File: config.mk
export PLATFORM = sky130hd
export DESIGN_NAME = miriscv_fetch_buffer_unit
export DESIGN_NICKNAME = d
export VERILOG_FILES = /design/src/rtl/miriscv_opcodes_pkg.sv /design/src/rtl/miriscv_pkg.sv /design/src/rtl/miriscv_fetch_fifo.sv /design/src/rtl/miriscv_fetch_buffer_unit.sv
export SDC_FILE = /design/constraint.sdc
export NUM_CORES = 1
export LEC_CHECK = 0
export BUFFER_PORTS_ARGS = -buffer_cell sky130_fd_sc_hd__buf_2
export CAP_MARGIN = 5
export CELL_PAD_IN_SITES_DETAIL_PLACEMENT = 0
export CELL_PAD_IN_SITES_GLOBAL_PLACEMENT = 1
export CORE_UTILIZATION = 45
export CTS_BUF_LIST = sky130_fd_sc_hd__clkbuf_4
export CTS_CLUSTER_DIAMETER = 30
export DETAILED_ROUTE_END_ITERATION = 16
export PLACE_DENSITY_LB_ADDON = 0.1
export SETUP_SLACK_MARGIN = 0.2
export SYNTH_ARGS = -nofsm -noshare
export SYNTH_HDL_FRONTEND = slang
export SYNTH_HIERARCHICAL = 1
export SYNTH_SLANG_ARGS = --single-unit
File: constraint.sdc
create_clock -name clk_i -period 11.12 [get_ports clk_i]
set_input_delay 2.224 -clock clk_i [delete_from_list [all_inputs] [get_ports clk_i]]
set_output_delay 2.224 -clock clk_i [all_outputs]
set_load 0.02 [all_outputs]
File: src/rtl/miriscv_opcodes_pkg.sv
// RISC-V base opcodes needed by the fetch stage.
package miriscv_opcodes_pkg;

    localparam logic [6:0] OPCODE_BRANCH = 7'b1100011;

endpackage

File: src/rtl/miriscv_pkg.sv
// Shared core types: XLEN, fetch buffer entry, fetch FSM states and immediate helpers.
package miriscv_pkg;

    localparam int          XLEN      = 32;
    localparam logic [31:0] NOP_INSTR = 32'h0000_0013;

    typedef struct packed {
        logic [31:0]     instr;
        logic [XLEN-1:0] pc;
        logic [XLEN-1:0] next_pc;
        logic            pred_taken;
    } fetch_entry_t;

    typedef enum logic {BOOT, RUN} fetch_state_e;

    // Sign-extended B-type immediate; bit 31 doubles as the sign / backward flag.
    function automatic logic [XLEN-1:0] b_imm(input logic [31:0] instr);
        return {{(XLEN-12){instr[31]}}, instr[7], instr[30:25], instr[11:8], 1'b0};
    endfunction

endpackage

File: src/rtl/miriscv_fetch_fifo.sv
// Prefetch buffer: circular FIFO of fetch entries with synchronous flush.
module miriscv_fetch_fifo
    import miriscv_pkg::*;
#(
    parameter int DEPTH = 4
) (
    input  logic                       clk_i,
    input  logic                       rst_i,
    input  logic                       push_i,
    input  fetch_entry_t               data_i,
    input  logic                       pop_i,
    input  logic                       flush_i,
    output logic [$clog2(DEPTH+1)-1:0] count_o,
    output logic                       full_o,
    output logic                       empty_o,
    output fetch_entry_t               head_o
);

    localparam int AW = $clog2(DEPTH);
    localparam int CW = $clog2(DEPTH+1);

    fetch_entry_t  mem_q [DEPTH];
    logic [AW-1:0] rd_q, wr_q;
    logic [CW-1:0] cnt_q;

    // Pointers wrap naturally because DEPTH is a power of two.
    always_ff @(posedge clk_i) begin
        if (rst_i || flush_i) begin
            rd_q  <= '0;
            wr_q  <= '0;
            cnt_q <= '0;
        end else begin
            if (push_i) wr_q <= wr_q + AW'(1);
            if (pop_i)  rd_q <= rd_q + AW'(1);
            cnt_q <= cnt_q + CW'(push_i) - CW'(pop_i);
        end
    end

    always_ff @(posedge clk_i) begin
        if (push_i) mem_q[wr_q] <= data_i;
    end

    assign count_o = cnt_q;
    assign full_o  = (cnt_q == CW'(DEPTH));
    assign empty_o = (cnt_q == '0);
    assign head_o  = mem_q[rd_q];

endmodule

File: src/rtl/miriscv_fetch_buffer_unit.sv
// Instruction fetch with prefetch FIFO and multiple outstanding requests.
// Optional static backward-taken predictor: define MIRISCV_FETCH_BRANCH_PRED_EN.
module miriscv_fetch_buffer_unit
    import miriscv_pkg::*;
    import miriscv_opcodes_pkg::*;
#(
    parameter int FIFO_DEPTH      = 4,
    parameter int MAX_OUTSTANDING = 2
) (
    input  logic            clk_i,
    input  logic            rst_i,
    input  logic [XLEN-1:0] boot_addr_i,
    input  logic            cu_boot_addr_load_en_i,
    output logic            instr_req_o,
    output logic [XLEN-1:0] instr_addr_o,
    input  logic            instr_gnt_i,
    input  logic            instr_rvalid_i,
    input  logic [31:0]     instr_rdata_i,
    input  logic            cu_kill_f_i,
    input  logic [XLEN-1:0] cu_pc_bra_i,
    input  logic            d_ready_i,
    output logic            f_valid_o,
    output logic [31:0]     f_instr_o,
    output logic [XLEN-1:0] f_current_pc_o,
    output logic [XLEN-1:0] f_next_pc_o,
    output logic            f_pred_taken_o
);

    localparam int CW = $clog2(FIFO_DEPTH+1);
    localparam int OW = $clog2(MAX_OUTSTANDING+1);

    fetch_state_e    state_q, state_d;
    logic [XLEN-1:0] fetch_pc_q, fetch_pc_d, resp_pc_q, resp_pc_d;
    logic [OW-1:0]   out_q, out_d, discard_q, discard_d;
    logic [CW-1:0]   fifo_count;
    logic            fifo_full, fifo_empty;
    fetch_entry_t    fifo_head, push_entry;
    logic            run, flush, rsp, push, pop, grant, pred_taken;
    logic [XLEN-1:0] pred_next;

    assign run   = (state_q == RUN);
    assign flush = run & (cu_kill_f_i | cu_boot_addr_load_en_i);
    // A response with nothing outstanding is left over from before a reset.
    assign rsp   = instr_rvalid_i & (out_q != '0);
    assign push  = rsp & run & ~flush & (discard_q == '0);

`ifdef MIRISCV_FETCH_BRANCH_PRED_EN
    assign pred_taken = push & (instr_rdata_i[6:0] == OPCODE_BRANCH) & instr_rdata_i[31];
    assign pred_next  = pred_taken ? resp_pc_q + b_imm(instr_rdata_i) : resp_pc_q + XLEN'(4);
`else
    assign pred_taken = 1'b0;
    assign pred_next  = resp_pc_q + XLEN'(4);
`endif

    assign instr_req_o  = run & ~cu_boot_addr_load_en_i & ~cu_kill_f_i & ~pred_taken & ~fifo_full
                        & (out_q < OW'(MAX_OUTSTANDING))
                        & ((32'(out_q) + 32'(fifo_count)) < 32'(FIFO_DEPTH));
    assign instr_addr_o = fetch_pc_q;
    assign grant        = instr_req_o & instr_gnt_i;
    assign pop          = ~fifo_empty & d_ready_i & ~flush;

    assign push_entry = '{instr: instr_rdata_i, pc: resp_pc_q, next_pc: pred_next, pred_taken: pred_taken};

    always_comb begin
        state_d    = state_q;
        fetch_pc_d = fetch_pc_q;
        resp_pc_d  = resp_pc_q;
        out_d      = out_q + OW'(grant) - OW'(rsp);
        discard_d  = discard_q;
        if (rsp && discard_q != '0) discard_d = discard_q - OW'(1);
        if (grant) fetch_pc_d = fetch_pc_q + XLEN'(4);
        if (push)  resp_pc_d  = pred_next;
        // Everything issued after the predicted branch is on the wrong path.
        if (pred_taken) begin
            fetch_pc_d = pred_next;
            discard_d  = out_q - OW'(1);
        end
        if (flush) begin
            fetch_pc_d = cu_pc_bra_i;
            resp_pc_d  = cu_pc_bra_i;
            discard_d  = out_q - OW'(rsp);
            if (cu_boot_addr_load_en_i) state_d = BOOT;
        end
        if (!run && !cu_boot_addr_load_en_i) begin
            state_d    = RUN;
            fetch_pc_d = boot_addr_i;
            resp_pc_d  = boot_addr_i;
        end
    end

    always_ff @(posedge clk_i) begin
        if (rst_i) begin
            state_q    <= BOOT;
            fetch_pc_q <= '0;
            resp_pc_q  <= '0;
            out_q      <= '0;
            discard_q  <= '0;
        end else begin
            state_q    <= state_d;
            fetch_pc_q <= fetch_pc_d;
            resp_pc_q  <= resp_pc_d;
            out_q      <= out_d;
            discard_q  <= discard_d;
        end
    end

    miriscv_fetch_fifo #(.DEPTH(FIFO_DEPTH)) u_fifo (
        .clk_i   (clk_i),
        .rst_i   (rst_i),
        .push_i  (push),
        .data_i  (push_entry),
        .pop_i   (pop),
        .flush_i (flush),
        .count_o (fifo_count),
        .full_o  (fifo_full),
        .empty_o (fifo_empty),
        .head_o  (fifo_head)
    );

    assign f_valid_o      = ~fifo_empty;
    assign f_instr_o      = fifo_empty ? NOP_INSTR : fifo_head.instr;
    assign f_current_pc_o = fifo_empty ? '0 : fifo_head.pc;
    assign f_next_pc_o    = fifo_empty ? '0 : fifo_head.next_pc;
    assign f_pred_taken_o = ~fifo_empty & fifo_head.pred_taken;

endmodule
==> results.json, run 1 <==
{
  "fin_skew_ns": 0.0562,
  "dieWidth_um": 210,
  "end_kind": "output port",
  "start_util": 0.455,
  "hpwl_um": 30500,
  "worst_path_largest_cell_delay_ns": 0.79,
  "avgViaCountPerCell": 5.45,
  "relSlewSlack": 0.306,
  "final.setup.tns_ns": 0,
  "synth_area_leader_cell": "edfxtp_1",
  "synth.distinct_cells": 73,
  "nNetsFinal": 1673,
  "fin_crit_ns": 6.18,
  "crit_top_cell": "buf_4",
  "tritoncts": "built",
  "cp.depth": 5,
  "layout.cells.non_filler": 2224,
  "nFillCells": 3734,
  "setup_viol": 0,
  "avgSynthCellArea_um2": 15.8,
  "crit_buf_inv": 3,
  "core_mm2": 0.0430,
  "h-tree-depth": 4,
  "fmaxAchievable_mhz": 162,
  "drc": 0,
  "worst_pin_slew_ns": 1.04,
  "port_buffers": 233,
  "dr.pass1.iters": 5,
  "dp_cells": 2009,
  "final_cell_mix": "edfxtp_1, buf_2, clkbuf_4",
  "cts_hold_buf": 0,
  "ys_ff_latch": 466,
  "critPathRequiredTime_ns": 8.90,
  "grt_usage": 0.219,
  "combPwrFrac": 0.190,
  "ys.flop_type": "edfxtp_1",
  "cp_cell_sequence": "buf_4 -> buf_4 -> mux4_2 -> nor2b_1 -> buf_2",
  "r2r_setup_slack_ns": 7.45,
  "cts_buffer_depth": 3,
  "ff2ff_path_depth": 5,
  "synth-async-reset-ratio": 0,
  "num_rows": 76,
  "min_path_cells": 2,
  "path_clk_slew_ns": 0.06,
  "switchingPower_w": 0.00124,
  "p_sw_frac": 0.289,
  "layout_commonest_cell": "edfxtp_1",
  "clockPowerShare": 0.353,
  "final_cell_area_mm2": 0.0229,
  "postSynthCellCount": 1240,
  "netlist.area_leader.share": 0.596,
  "antenna_found_initial": 1,
  "status": "completed",
  "die_h_um": 210,
  "cts-root-buf": "clkbuf_4",
  "power_density_mw_per_mm2": 188,
  "drtIter0Drc": 666,
  "power_frac_seq": 0.457,
  "hold_class": "flip-flop to flip-flop",
  "criticalPathCategory": "flip-flop to output port",
  "cp.arrival_ns": 3.95,
  "hold_ws_ns": 0.461,
  "critPathLaunchType": "flip-flop",
  "grt_setup_unrepaired": "no",
  "place_ws_ns": 5.38,
  "finalCritPeriodShare": 0.555,
  "synthTopCellsByArea": "edfxtp_1, mux4_2, dfxtp_1",
  "postCtsSetupRepairBufs": 0,
  "crit_fanout": 43,
  "ant_nets": 0,
  "via_count": 12100,
  "grt_overflow": 0,
  "cts_buffers": 130,
  "drive_above_1_share": 0.347,
  "cts_resized": 0,
  "postLayoutSetupSlackWorst_ns": 4.94,
  "drt_wl_total_um": 47300,
  "synth_edf_count": 388,
  "hold_violations": 0,
  "maxCapViolations": 0,
  "ioPinCount": 234,
  "syn-cell-area_mm2": 0.0196,
  "grt_pass1_wl_um": 72900,
  "multi_input_area_mm2": 0.00594,
  "grt_pass1_vias": 12400,
  "crit_family": "buffers and inverters",
  "gp_congestion": 0.811,
  "postPlaceCellArea_mm2": 0.0213,
  "p_leak_nw": 8.08,
  "ir_worst_vdd_v": 0.0000791,
  "clk_latency_ns": 0.80,
  "drv_slew": 0,
  "cp_slowest_cell": "buf_4",
  "ys_seq_area_frac": 0.676,
  "die-area_mm2": 0.0443,
  "clock_sinks": 466,
  "ys_warn_count": 6,
  "grt_max_degree": 91,
  "area_growth_pct": 17.0,
  "register_area_mm2": 0.0132,
  "post_drt_wl_per_cell_um": 21.3,
  "intPower_w": 0.00305
}
## tightest hold or removal path: stages (launching register included)
cell	delay, ns
dfxtp_1	0.31
nand2_1	0.05
a21oi_1	0.05
## synthesized netlist by cell type, types with 3 or more instances
master and count:
xor2_1 16, xnor2_1 18, a31oi_1 4, a22oi_1 20, or2_2 4, nor3_1 27
a21o_1 5, and2_1 7, mux4_2 97, nor4_1 13, a311oi_1 9, a22o_1 11
nor2_1 44, mux2i_1 3, nand2_1 45, a211oi_1 27, o21ai_0 33, and3_1 18
o22ai_1 3, edfxtp_1 388, buf_2 18, and4_1 4, nand3_1 32, nand2b_1 8
inv_1 25, o31ai_1 5, clkbuf_1 39, nand4_1 17, buf_8 4, dfxtp_1 78
a21oi_1 53, ha_1 13, o21a_1 4, nor2b_1 96
## stage by stage
stage	total power [W]	utilization
floorplan	0.00254	-
global placement	0.00283	0.495
detailed placement	0.00284	0.495
CTS	0.00437	0.532
global route	0.00452	0.532
finish	0.00430	0.532
## layer usage
| layer | GRT usage | up-vias | part of all wire |
|---|---|---|---|
| met5 | 0 | - | 0 |
| li1 | - | 5613 | - |
| met4 | 0.0740 | 0 | 0.015 |
| met3 | 0.0486 | 58 | 0.064 |
| met2 | 0.337 | 433 | 0.46 |
| met1 | 0.310 | 6009 | 0.46 |
## power groups by stage
stage	registers, W	clock network (W)	logic [W]
after floorplan	0.00198	0	0.000560
after global placement	0.00200	0	0.000836
final	0.00196	0.00152	0.000817
after global routing	0.00197	0.00166	0.000890
after detailed placement	0.00200	0	0.000838
after CTS	0.00196	0.00157	0.000841
## layout make-up
type,instances,area share
Sequential cell,466,0.578
Multi-Input combinational cell,684,0.260
Clock inverter,38,0.0128
Inverter,27,0.00443
Clock buffer,176,0.0577
Timing Repair Buffer,247,0.0556
Antenna cell,1,0.000109
Tap cell,585,0.0320
## path summary, 6_finish.rpt
path | startpoint | to
worst max-delay path | flip-flop | f_current_pc_o[24]
worst min-delay path | instr_addr_o[1]$_SDFFE_PP0P_ | instr_addr_o[1]$_SDFFE_PP0P_
worst max register to register | run$_SDFFE_PP0P_ | u_fifo/mem_q[2][11]$_DFFE_PP_
worst min register to register | instr_addr_o[1]$_SDFFE_PP0P_ | instr_addr_o[1]$_SDFFE_PP0P_
## registers in the layout (all words and copies together), names as in the netlist, named ones only
register,cells
instr_addr_o,32
out_q,2
u_fifo/rd_q,2
u_fifo/count_o,3
u_fifo/mem_q,388
discard_q,2
u_fifo/wr_q,2
resp_pc_q,32
run,1
## kinds of logic (layout without fill, tap and decap cells)
| family | Yosys count | count (layout) | synth area share |
|---|---|---|---|
| xor+xnor | 35 | 35 | 0.0164 |
| fa+ha+maj | 14 | 14 | 0.00934 |
| other cells | 1 | 5 | 0.000192 |
| simple gates | 331 | 331 | 0.0939 |
| buf+inv | 93 | 488 | 0.0223 |
| mux | 100 | 100 | 0.113 |
| flops | 466 | 466 | 0.676 |
| compound gates | 200 | 200 | 0.0688 |
No activity file was read; power rests on OpenSTA's default activity.
==> run 2, diff against run 1 <==
clock period = 5.3 ns   (was 11.12 ns; I/O delays follow)
==> run 2 against run 1 <==
Worst hold slack lost 0.021 ns. Via count decreased by 0.44%. Flip-flop and latch count did not move. Highest routed layer unchanged. Largest cell class unchanged. Sequential power grew 110%. Non-clock buffer count grew 3. Global-route usage fell by 0.35 points. Clock power up 110%. Power increased by 110%. Register-to-register slack lost 5.5 ns. First-iteration DRC count fell by 1.5%. Critical endpoint is now f_instr_o[4]. Sequential share of layout area decreased by 0.20 points. Count of clock-buffer cells in the layout down 5.
==> results.json, run 2 (synthesized netlist as in run 1, its figures left out) <==
{
  "postCtsSetupRepairBufs": 0,
  "final_cell_mix": "edfxtp_1, buf_2, clkbuf_4",
  "power_density_mw_per_mm2": 391,
  "maxCapViolations": 0,
  "dr.pass1.iters": 5,
  "grt_pass1_wl_um": 72000,
  "clock_sinks": 466,
  "p_sw_frac": 0.294,
  "ant_nets": 0,
  "drive_above_1_share": 0.341,
  "worst_pin_slew_ns": 0.991,
  "drt_wl_total_um": 46700,
  "fin_skew_ns": 0.0578,
  "relSlewSlack": 0.338,
  "ir_worst_vdd_v": 0.000281,
  "largest_reg_flops": 388,
  "drv_slew": 0,
  "finalCritPeriodShare": 0.768,
  "combPwrFrac": 0.192,
  "hold_class": "primary input to flip-flop",
  "regMostFlops": "u_fifo/mem_q",
  "post_drt_wl_per_cell_um": 20.9,
  "area_growth_pct": 17.4,
  "critPathRequiredTime_ns": 4.24,
  "cts_resized": 0,
  "cts_hold_buf": 0,
  "grt_max_degree": 98,
  "num_rows": 76,
  "switchingPower_w": 0.00264,
  "intPower_w": 0.00633,
  "p_leak_nw": 8.10,
  "h-tree-depth": 3,
  "port_buffers": 233,
  "tritoncts": "built",
  "via_count": 12100,
  "grt_setup_unrepaired": "no",
  "fmaxAchievable_mhz": 246,
  "cp.arrival_ns": 3.01,
  "core_mm2": 0.0430,
  "die_h_um": 210,
  "fin_total_pwr_w": 0.00897,
  "drtIter0Drc": 656,
  "cts-root-buf": "clkbuf_4",
  "die-area_mm2": 0.0443,
  "setup_viol": 0,
  "fin_crit_ns": 4.07,
  "path_clk_slew_ns": 0.07,
  "dieWidth_um": 210,
  "hpwl_um": 30200,
  "crit_fanout": 37,
  "avgViaCountPerCell": 5.40,
  "nNetsFinal": 1665,
  "hold_violations": 0,
  "power_frac_seq": 0.460,
  "gp_congestion": 0.786,
  "drc": 0,
  "grt_pass1_vias": 12200,
  "final.setup.tns_ns": 0,
  "status": "completed",
  "antenna_found_initial": 1,
  "cts_buffer_depth": 3,
  "cts_buffers": 119,
  "grt_usage": 0.216,
  "layout_commonest_cell": "edfxtp_1",
  "clk_latency_ns": 0.85,
  "ioPinCount": 234,
  "critPathLaunchType": "flip-flop",
  "grt_overflow": 0,
  "start_util": 0.455,
  "end_kind": "output port",
  "criticalPathCategory": "flip-flop to output port",
  "clockPowerShare": 0.348
}
-- run 2: worst max-delay path, cell delays in order, from the launching register on --
cell     delay [ns]
dfxtp_4        0.81
buf_12         0.38
mux4_2         0.54
or2_2          0.28
buf_2          0.16
-- run 2: per-layer routing --
layer / vias to the layer above / wire, um / global-route usage
met5: - / 0 / 0
li1: 5609 / - / -
met2: 419 / 21600 / 0.331
met1: 5962 / 21500 / 0.303
met3: 70 / 2690 / 0.0457
met4: 0 / 917 / 0.0810
-- run 2: area by class of cell --
cell class                      instances  area (um^2)
Multi-Input combinational cell        684         5940
Sequential cell                       466        13200
Clock inverter                         48          299
Fill cell                            3687        20000
Inverter                               27          101
Tap cell                              585          732
Clock buffer                          171         1280
Antenna cell                            1         2.50
Timing Repair Buffer                  250         1380
-- run 2: worst paths after layout --
path	startpoint	end	slack, ns	cells past startpoint
min reg2reg	instr_addr_o[1]$_SDFFE_PP0P_	instr_addr_o[1]$_SDFFE_PP0P_	0.46	2
max reg2reg	u_fifo/count_o[1]$_SDFF_PP0_	instr_addr_o[20]$_SDFFE_PP0P_	1.97	9
max	flip-flop	f_instr_o[4]	1.23	4
min	instr_rdata_i[27]	u_fifo/mem_q[0][92]$_DFFE_PP_	0.44	1
-- run 2: power groups by stage --
stage / logic [W] / registers (W) / clock network (W)
5_1_grt: 0.00187 / 0.00414 / 0.00340
3_5_place_dp: 0.00177 / 0.00421 / 0
2_1_floorplan: 0.00117 / 0.00416 / 0
6_report: 0.00173 / 0.00412 / 0.00312
3_3_place_gp: 0.00176 / 0.00420 / 0
4_1_cts: 0.00178 / 0.00413 / 0.00323
-- run 2: stage by stage --
| step | hold slack [ns] | cells | instance area, um^2 | util | setup WS [ns] |
|---|---|---|---|---|---|
| after floorplan | 0.458 | 1243 | 19600 | - | 0.318 |
| after global placement | 0.457 | 2012 | 21400 | 0.497 | 1.26 |
| after detailed placement | 0.464 | 2012 | 21400 | 0.497 | 1.15 |
| after CTS | 0.342 | 2231 | 23000 | 0.534 | 1.05 |
| after global routing | 0.372 | 2232 | 23000 | 0.534 | 0.980 |
| final | 0.440 | 2232 | 23000 | 0.534 | 1.23 |
